`src/rtl/result_demux_1to5_pkg.sv`:
```
// ---------------------------------------------------------------------------
// result_demux_1to5_pkg
//   Shared constants and types for the 1-to-5 result distributor.
//   - destination count and select encoding (A..E = 0..4, 5..7 illegal)
//   - slot state encoding used by dest_slot
//   - sel_is_legal(): true for selects that name a real destination
// ---------------------------------------------------------------------------
package result_demux_1to5_pkg;

    localparam int NUM_DEST = 5;
    localparam int SEL_W    = 3;

    localparam logic [SEL_W-1:0] SEL_A   = 3'd0;
    localparam logic [SEL_W-1:0] SEL_B   = 3'd1;
    localparam logic [SEL_W-1:0] SEL_C   = 3'd2;
    localparam logic [SEL_W-1:0] SEL_D   = 3'd3;
    localparam logic [SEL_W-1:0] SEL_E   = 3'd4;
    localparam logic [SEL_W-1:0] SEL_MAX = SEL_E;

    // One-entry slot: the state bit doubles as the slot's valid flag.
    typedef enum logic {
        SLOT_EMPTY = 1'b0,
        SLOT_FULL  = 1'b1
    } slot_state_e;

    function automatic logic sel_is_legal(input logic [SEL_W-1:0] sel);
        return (sel <= SEL_MAX);
    endfunction

endpackage

```
`src/rtl/result_demux_1to5_dest_slot.sv`:
```
// ---------------------------------------------------------------------------
// dest_slot
//   One-entry holding register for a single destination of result_demux_1to5.
//   Ports:
//     clk, rst_n     clock (rising edge), synchronous active-low reset
//     load           write load_data into the slot this edge (only when can_load)
//     load_data      word to store
//     out_ready      consumer takes the held word this cycle
//     can_load       slot can accept a word this cycle (empty, or draining)
//     out_data       held word; kept after draining
//     out_valid      slot is FULL (also serves as the slot state observation)
// ---------------------------------------------------------------------------
module dest_slot
    import result_demux_1to5_pkg::*;
#(
    parameter int DATA_W = 32
) (
    input  logic              clk,
    input  logic              rst_n,
    input  logic              load,
    input  logic [DATA_W-1:0] load_data,
    input  logic              out_ready,
    output logic              can_load,
    output logic [DATA_W-1:0] out_data,
    output logic              out_valid
);

    slot_state_e       state_q;
    slot_state_e       state_d;
    logic [DATA_W-1:0] data_q;

    // A full slot that is being drained this cycle can take a new word
    // in the same edge (refill), which keeps a streaming consumer at full rate.
    assign can_load  = (state_q == SLOT_EMPTY) | out_ready;
    assign out_valid = (state_q == SLOT_FULL);
    assign out_data  = data_q;

    always_comb begin
        state_d = state_q;
        case (state_q)
            SLOT_EMPTY: begin
                if (load) begin
                    state_d = SLOT_FULL;
                end
            end
            SLOT_FULL: begin
                // Drain without refill empties the slot; drain with refill stays full.
                if (out_ready && !load) begin
                    state_d = SLOT_EMPTY;
                end
            end
            default: state_d = SLOT_EMPTY;
        endcase
    end

    always_ff @(posedge clk) begin
        if (!rst_n) begin
            state_q <= SLOT_EMPTY;
            data_q  <= '0;
        end else begin
            state_q <= state_d;
            if (load) begin
                data_q <= load_data;
            end
        end
    end

endmodule

```
`src/rtl/result_demux_1to5.sv`:
```
// ---------------------------------------------------------------------------
// result_demux_1to5
//   Registered 1-to-5 distributor. Each input word is steered by in_sel into
//   one of five one-entry slots (A..E); each slot has its own handshake so a
//   stalled consumer only blocks words addressed to it. Illegal selects (5..7)
//   are always accepted and discarded, setting err_sel and counting drop_cnt.
//
//   Handshake: a transfer happens on a rising edge where valid and ready are
//   both 1. in_ready never looks at in_valid; out_valid_x never looks at
//   out_ready_x; out_data_x is held stable while out_valid_x=1 and
//   out_ready_x=0. in_ready depends combinationally on out_ready_x of the
//   addressed slot so a draining slot can be refilled in the same cycle.
//
//   Ports:
//     Clk, Rst_n               clock (rising edge), synchronous active-low reset
//     in_data, in_sel          word and destination (0=A .. 4=E, 5..7 illegal)
//     in_valid, in_ready       input handshake
//     out_data_x, out_valid_x  held word / slot full, x in a..e
//     out_ready_x              consumer x takes the word
//     err_sel                  sticky: an illegal select was accepted
//     acc_cnt                  words loaded into slots, wraps
//     drop_cnt                 illegal words discarded, saturates at all-ones
// ---------------------------------------------------------------------------
module result_demux_1to5
    import result_demux_1to5_pkg::*;
#(
    parameter int DATA_W = 32,
    parameter int CNT_W  = 16
) (
    input  logic              Clk,
    input  logic              Rst_n,

    input  logic [DATA_W-1:0] in_data,
    input  logic [SEL_W-1:0]  in_sel,
    input  logic              in_valid,
    output logic              in_ready,

    output logic [DATA_W-1:0] out_data_a,
    output logic              out_valid_a,
    input  logic              out_ready_a,
    output logic [DATA_W-1:0] out_data_b,
    output logic              out_valid_b,
    input  logic              out_ready_b,
    output logic [DATA_W-1:0] out_data_c,
    output logic              out_valid_c,
    input  logic              out_ready_c,
    output logic [DATA_W-1:0] out_data_d,
    output logic              out_valid_d,
    input  logic              out_ready_d,
    output logic [DATA_W-1:0] out_data_e,
    output logic              out_valid_e,
    input  logic              out_ready_e,

    output logic              err_sel,
    output logic [CNT_W-1:0]  acc_cnt,
    output logic [CNT_W-1:0]  drop_cnt
);

    logic [NUM_DEST-1:0] slot_load;
    logic [NUM_DEST-1:0] slot_can_load;
    logic [NUM_DEST-1:0] slot_valid;
    logic [NUM_DEST-1:0] slot_ready;
    logic [DATA_W-1:0]   slot_data [NUM_DEST];

    logic accept;
    logic sel_legal;

    assign slot_ready = {out_ready_e, out_ready_d, out_ready_c, out_ready_b, out_ready_a};
    assign sel_legal  = sel_is_legal(in_sel);
    assign accept     = in_valid & in_ready;

    // in_ready follows the addressed slot; an illegal select matches no slot
    // and keeps the default of 1 so the word is swallowed.
    always_comb begin
        in_ready = 1'b1;
        for (int i = 0; i < NUM_DEST; i++) begin
            if (in_sel == SEL_W'(i)) begin
                in_ready = slot_can_load[i];
            end
        end
    end

    // Only the addressed slot loads; all others keep draining on their own.
    always_comb begin
        slot_load = '0;
        for (int i = 0; i < NUM_DEST; i++) begin
            slot_load[i] = accept & sel_legal & (in_sel == SEL_W'(i));
        end
    end

    for (genvar g = 0; g < NUM_DEST; g++) begin : g_slot
        dest_slot #(
            .DATA_W (DATA_W)
        ) u_slot (
            .clk       (Clk),
            .rst_n     (Rst_n),
            .load      (slot_load[g]),
            .load_data (in_data),
            .out_ready (slot_ready[g]),
            .can_load  (slot_can_load[g]),
            .out_data  (slot_data[g]),
            .out_valid (slot_valid[g])
        );
    end

    assign out_data_a  = slot_data[SEL_A];
    assign out_data_b  = slot_data[SEL_B];
    assign out_data_c  = slot_data[SEL_C];
    assign out_data_d  = slot_data[SEL_D];
    assign out_data_e  = slot_data[SEL_E];
    assign out_valid_a = slot_valid[SEL_A];
    assign out_valid_b = slot_valid[SEL_B];
    assign out_valid_c = slot_valid[SEL_C];
    assign out_valid_d = slot_valid[SEL_D];
    assign out_valid_e = slot_valid[SEL_E];

    always_ff @(posedge Clk) begin
        if (!Rst_n) begin
            err_sel  <= 1'b0;
            acc_cnt  <= '0;
            drop_cnt <= '0;
        end else if (accept) begin
            if (sel_legal) begin
                acc_cnt <= acc_cnt + 1'b1;
            end else begin
                err_sel <= 1'b1;
                if (drop_cnt != '1) begin
                    drop_cnt <= drop_cnt + 1'b1;
                end
            end
        end
    end

endmodule

```
`config.mk`:
```
export PLATFORM = sky130hd
export DESIGN_NAME = result_demux_1to5
export DESIGN_NICKNAME = d
export VERILOG_FILES = /design/src/rtl/result_demux_1to5_pkg.sv /design/src/rtl/result_demux_1to5_dest_slot.sv /design/src/rtl/result_demux_1to5.sv
export SDC_FILE = /design/constraint.sdc
export NUM_CORES = 1
export LEC_CHECK = 0
export BUFFER_PORTS_ARGS = -buffer_cell sky130_fd_sc_hd__buf_4
export CORE_UTILIZATION = 44
export CTS_BUF_LIST = sky130_fd_sc_hd__clkbuf_8
export CTS_CLUSTER_DIAMETER = 120
export CTS_CLUSTER_SIZE = 25
export DETAILED_ROUTE_END_ITERATION = 12
export GPL_TIMING_DRIVEN = 0
export PLACE_DENSITY = 0.75
export SYNTH_ARGS = -nofsm -noshare
export SYNTH_HDL_FRONTEND = slang
export SYNTH_SLANG_ARGS = --single-unit
```
`constraint.sdc`:
```
create_clock -name Clk -period 2.3 [get_ports Clk]
set_input_delay 0.345 -clock Clk [delete_from_list [all_inputs] [get_ports Clk]]
set_output_delay 0.345 -clock Clk [all_outputs]
set_load 0.02 [all_outputs]
```
# ---- After elaboration in Yosys (flattened, before gate mapping)
# Index checks and enable logic that the tools add are counted.
dict set report word_totals {
  ram_bits 0
  reg_bits 198
  latchBits 0
  input_bits 43
  output_inout_bits 199
  memories 0
  rom_bits 0
}
dict set report op_classes {
  shift 0
  n_addsub 2
  n_eq_ne 5
  reduce_logical 14
  bitwise_logic 18
  div_mod_pow 0
  n_mul 0
  n_mux 20
  magnitude_cmp 1
}
# operator count
set op_table {}
lappend op_table {{adder 16 x 1 -> 16 bit (second input constant)} 2}
lappend op_table {{inequality test 16 bit (second input constant)} 1}
lappend op_table {{two-way mux 1 bit} 15}
lappend op_table {{one-hot mux 1 bit (2 select lines)} 5}
lappend op_table {{AND 1 bit} 7}
lappend op_table {{equality test 3 x 2 -> 1 bit (second input constant)} 2}
lappend op_table {{inverter 1 bit} 6}
lappend op_table {{logical AND 1 bit} 5}
lappend op_table {{logical NOT 1 bit} 5}
lappend op_table {{bitwise OR 1 bit} 5}
lappend op_table {{AND reduction 2 bit} 2}
lappend op_table {{equality test 3 x 1 -> 1 bit (second input constant)} 1}
lappend op_table {{equality test 3 bit (second input constant)} 1}
lappend op_table {{<= comparator 3 bit (second input constant)} 1}
lappend op_table {{logical NOT 3 bit} 1}
lappend op_table {{AND reduction 3 bit} 1}

# ---- Longest topological paths before layout
dict set report depth {
  ltp_word 14
  mapped_depth 8
}

# ---- By module
# A second synthesis with hierarchy kept.
dict set report unflattened {
  hier_cells 753
  hier_area_um2 8206.6
}
# mod n_inst cells_each seq_area_each_um2 area_per_inst_um2
set by_module_without_submodules {}
lappend by_module_without_submodules {dest_slot 5 107 660.6 1281.2}
lappend by_module_without_submodules {result_demux_1to5 1 218 660.6 1800.5}

# ---- Least setup slack after synthesis
# OpenSTA, ideal clock, no wires.
dict set report synth_timing {
  path_kind {in2out}
  from {input in_sel[2]}
  to {output in_ready}
  slack_ps 269
  stages 6
  required_ps 1955
  t_arrival_ps 1686
  path_cell_list {buf_2 or4_4 a311oi_4 buf_6 buf_6 inv_1}
}
dict set report synth_between {
  elab_chain_len 6
}
# item line_no
set synth_rtl {}
lappend synth_rtl {{from (decl)} result_demux_1to5.sv:34} ;# input logic [SEL_W-1:0] in_sel,
lappend synth_rtl {{logical NOT 3 bit} result_demux_1to5.sv:77} ;# if (in_sel == SEL_W'(i)) begin
lappend synth_rtl {{two-way mux 1 bit (4 in series)} result_demux_1to5.sv:77}
lappend synth_rtl {{two-way mux 1 bit *} result_demux_1to5.sv:77}
lappend synth_rtl {{to (decl)} result_demux_1to5.sv:36} ;# output logic in_ready,
# Every way passes the cells marked *; elsewhere a longest branch is shown, timed or not.

# ---- Worst setup path in the final report
dict set report layout_timing {
  from {register g_slot[0].u_slot.state_q}
  to {output in_ready}
}
dict set report layout_between {
  elab_chain_len 7
}
# item line_no
set layout_rtl {}
lappend layout_rtl {{from (decl)} result_demux_1to5_dest_slot.sv:28} ;# slot_state_e state_q;
lappend layout_rtl {{from (signal assigned)} result_demux_1to5_dest_slot.sv:61} ;# state_q <= state_d;
lappend layout_rtl {{inverter 1 bit} result_demux_1to5_dest_slot.sv:34} ;# assign can_load = (state_q == SLOT_EMPTY) | out_ready;
lappend layout_rtl {{bitwise OR 1 bit} result_demux_1to5_dest_slot.sv:34}
lappend layout_rtl {{two-way mux 1 bit (5 in series)} result_demux_1to5.sv:77}
# No other way between the ends.

==> summary.txt <==
Status
  • Outcome: complete, no violations

Floorplanning
  • Die H: 131.6 um
  • Die area: 17330 um^2
  • Core Region: 16470 um^2
  • Die X: 131.6 um
  • Num rows: 47
  • Initial core utilization: 44.91%
  • IO Pins: 242

Logic synthesis
  • Synth Instances: 929
  • Synthesized Nets: 974
  • Compound-Gate Fraction of Synth Area: roughly 15%
  • Synthesized-area fraction occupied by adder cells: 0.3384%
  • Avg Inst Size Synth: approximately 8 um^2
  • Register area share after synthesis: between 50% and 60%
  • Synth warnings: 0
  • Cell variety after synth: 45
  • Multiplexer area fraction after synthesis: 0.6768%
  • Synth Area in Simple Gates: approximately a quarter
  • Synth Area in XOR/XNOR: 1.303%
  • Synth Register Bits: slightly below 200
  • Mapped cell area: 7395 um^2
  • Largest family of logic cells by synthesized area: simple AND/OR/NAND/NOR gates

Place
  • PortBufs: 238
  • Global placer's final weighted congestion: 0.8330
  • Dpl hpwl: between 15 and 20 mm
  • Pre-CTS setup slack: -247.9 ps

Hold path
  • HP Class: in2reg
  • Hold Startpoint: in_data[14]
  • Hold path depth: 3
  • Worst hold endpoint: g_slot[2].u_slot.out_data[14]

STA
  • Fmax: between 0.4 and 0.5 GHz
  • Worst Max-Slew Pin Slew: approximately 720 ps
  • Max Slew Vio Count: 0
  • Final setup fails: 0
  • Fin crit period: 2248 ps
  • Tcrit/Tclk final: 97.75%
  • RSZ-0062 raised after global routing: yes
  • Max-slew headroom: roughly half
  • Fin. Hold Viols: 0
  • Clock skew: 12.49 ps
  • Setup TNS: 0 ps
  • Post-route setup slack: 51.78 ps

Clock network
  • CTS Buffer Depth: 2
  • CTS tree: done
  • Htree depth: 4
  • Clk pin slew, worst setup/hold paths: 110 ps
  • CTS Buf Count: 17
  • Clock Latency Late Sink: about 480 ps
  • # clock sinks: 198
  • Clk root buf: clkbuf_8

Critical path
  • Most used cell, CP: buf_6
  • Worst R2R Path Depth: 8
  • Crit-path max FO: 2
  • WP data required: about 2000 ps
  • CP Class: reg2out
  • R2R Setup Slk: between 200 and 250 ps
  • Critical Path Start Type: flip-flop
  • Reg2reg end: acc_cnt[8]
  • Slowest stage delay, CP: 440 ps
  • Cell family with most CP delay: simple AND/OR/NAND/NOR gates
  • RR Startpoint: g_slot[2].u_slot.out_valid
  • Critical path data arrival time: 1900 ps
  • Crit path buf inv count: 3
  • Slowest-stage cell, CP: or4_4
  • CP Capture Type: output port
  • Crit-path cells: nand2b_4 > or4_4 > a311oi_4 > buf_6 > inv_2 > buf_6

Power
  • Clock group share of total power: 35.1%
  • Sequential fraction of design power: a little under three fifths
  • Peak supply drop: roughly 0.34 mV
  • Pwr dens: 640.3 nW/um^2
  • Switching share of power: 27.21%
  • Comb pwr share: 9.3%
  • Int Power: between 4 and 5 mW
  • Leak: 3.891 nW
  • Sw power: 1.728 mW

Layout
  • Filler cells: 1609
  • Multi-input combinational cell area: 3179 um^2
  • Register Area: about 4000 um^2
  • N_diodes: 0
  • Layout net count: 1236
  • Layout cell share with drive strength beyond 1: 24.83%
  • Area Growth Syn to Fin: 34.16%

GRT
  • Grt ovf: 0
  • Global-route wire length before repair: 36.24 mm
  • Largest net degree at the start of global routing: 19
  • Antenna violations before repair: 0
  • Vias in the first global route: 6671
  • GRT Util Overall: a little over a quarter

Detailed routing
  • WL/cell: 16.26 um
  • 1st-iter DRT viols: 490
  • DRT Pass-1 Iters: 5
  • Routed WL: 23.15 mm
  • Post-route ant nets: 0
  • Routed vias: 7280
  • DRC: 0
  • Via density per instance: 5.112

Run
  • Max Cap Viol: 0
-- synth_stat cells (all sizes together) --
library cell | count | share of area [%]
a2111oi | 3 | 0.36
a211oi | 2 | 0.20
a21boi | 1 | 0.10
a21oi | 182 | 12
a311oi | 1 | 0.36
a31o | 1 | 0.12
and2 | 3 | 0.25
and2b | 1 | 0.10
and3 | 8 | 0.68
and4 | 2 | 0.24
buf | 11 | 0.95
clkbuf | 54 | 2.7
dfxtp | 198 | 54
ha | 2 | 0.34
inv | 4 | 0.20
mux2i | 5 | 0.68
nand2 | 336 | 17
nand2b | 8 | 0.68
nand3 | 14 | 0.95
nand4 | 12 | 1.0
nor2 | 21 | 1.1
nor2b | 5 | 0.42
nor3 | 1 | 0.14
nor3b | 1 | 0.10
nor4 | 3 | 0.34
nor4b | 1 | 0.12
nor4bb | 1 | 0.14
o2111ai | 1 | 0.12
o211ai | 1 | 0.10
o21a | 1 | 0.10
o21ai | 8 | 0.54
o21bai | 1 | 0.10
o31ai | 8 | 0.81
or2 | 1 | 0.085
or3 | 6 | 0.51
or3b | 1 | 0.12
or4 | 9 | 0.96
xnor2 | 8 | 0.95
xor2 | 3 | 0.36
-- how the worst max path moves through the flow --
stage / to / slack, ps / depth (start not counted) / startpoint
2_1_floorplan: in_ready / 270 / 6 / in_sel[2]
3_3_place_gp: g_slot[2].u_slot.out_data[18] / -190 / 7 / in_valid
3_5_place_dp: g_slot[2].u_slot.out_data[16] / -250 / 7 / in_valid
4_1_cts: in_ready / -120 / 6 / g_slot[0].u_slot.out_valid
5_1_grt: in_ready / -30 / 6 / g_slot[1].u_slot.out_valid
6_report: in_ready / 50 / 6 / g_slot[0].u_slot.out_valid
-- layout by cell type (no fill, tap or decap), drive strengths merged, types with 2 or more instances in the layout --
| cell type | synthesis | final |
|---|---|---|
| a2111oi | 3 | 3 |
| a211oi | 2 | 2 |
| a21oi | 182 | 182 |
| and2 | 3 | 3 |
| and3 | 8 | 8 |
| and4 | 2 | 2 |
| buf | 11 | 254 |
| clkbuf | 54 | 72 |
| clkinv | 0 | 3 |
| clkinvlp | 0 | 2 |
| dfxtp | 198 | 198 |
| ha | 2 | 2 |
| inv | 4 | 12 |
| mux2i | 5 | 5 |
| nand2 | 336 | 336 |
| nand2b | 8 | 8 |
| nand3 | 14 | 14 |
| nand4 | 12 | 12 |
| nor2 | 21 | 21 |
| nor2b | 5 | 5 |
| nor4 | 3 | 3 |
| o21ai | 8 | 8 |
| o31ai | 8 | 8 |
| or3 | 6 | 6 |
| or4 | 9 | 9 |
| xnor2 | 8 | 8 |
| xor2 | 3 | 3 |
-- logic make-up after synthesis --
logic type | count (synthesis)
muxes | 5
and+or+nand+nor | 434
adders and majority gates | 2
AOI/OAI and AO/OA | 210
DFF | 198
buffers and inverters | 69
xor gates and xnor gates | 11
-- timing repair --
item | CTS | global route
pin swaps | 2 | 3
hold buffers | 0 | 0
setup endpoints to repair | 11 | 4
endpoints found under the hold margin | 0 | 0
gates cloned | 0 | 0
gates resized for setup | 5 | 5
buffers inserted | 5 | 1
-- routing by layer --
metal | routed length [um] | track usage [%] | up-vias
li1 | - | - | 3596
met1 | 10080 | 34.12 | 3412
met2 | 10890 | 43.56 | 242
met3 | 1721 | 7.716 | 30
met4 | 457 | 7.817 | 0
met5 | 0 | 0 | -
-- flip-flops by register name, indices dropped and copies added, names as in the netlist --
register	flops
g_slot.u_slot.out_data	160
acc_cnt	16
drop_cnt	16
g_slot.u_slot.out_valid	5
err_sel	1
-- worst register-to-register path, stage by stage (launching register included) --
cell and delay, ps:
dfxtp_1 330, nor2b_4 140, o21ai_0 270, a311oi_4 150, buf_6 150, buf_4 170
buf_4 170, or4_1 510, a21oi_1 150
-- final cells by class --
cell class / count / area share, %
Tap cell: 220 / 2.775
Clock buffer: 18 / 2.497
Clock inverter: 14 / 1.413
Buffer: 64 / 2.636
Sequential cell: 198 / 39.98
Inverter: 4 / 0.1513
Multi-Input combinational cell: 662 / 32.05
Timing Repair Buffer: 244 / 18.50
-- power groups by stage --
stage / logic [mW] / registers [mW] / clock network (mW)
after detailed placement: 0.581 / 3.61 / 0
after CTS: 0.588 / 3.53 / 2.27
after floorplan: 0.211 / 3.69 / 0
after global routing: 0.638 / 3.54 / 2.40
after global placement: 0.576 / 3.61 / 0
final: 0.592 / 3.53 / 2.23
-- through the flow --
step	util, %	hold WS [ps]	power (mW)	area (um^2)	instances
final	60.25	135.7	6.352	9921	1424
after global routing	60.25	116.5	6.579	9921	1424
after CTS	60.06	111.0	6.388	9889	1423
after detailed placement	57.43	447.1	4.191	9457	1387
after global placement	57.43	442.2	4.183	9457	1387
after floorplan	-	481.0	3.897	7395	929
No activity file was read; power rests on OpenSTA's default activity.
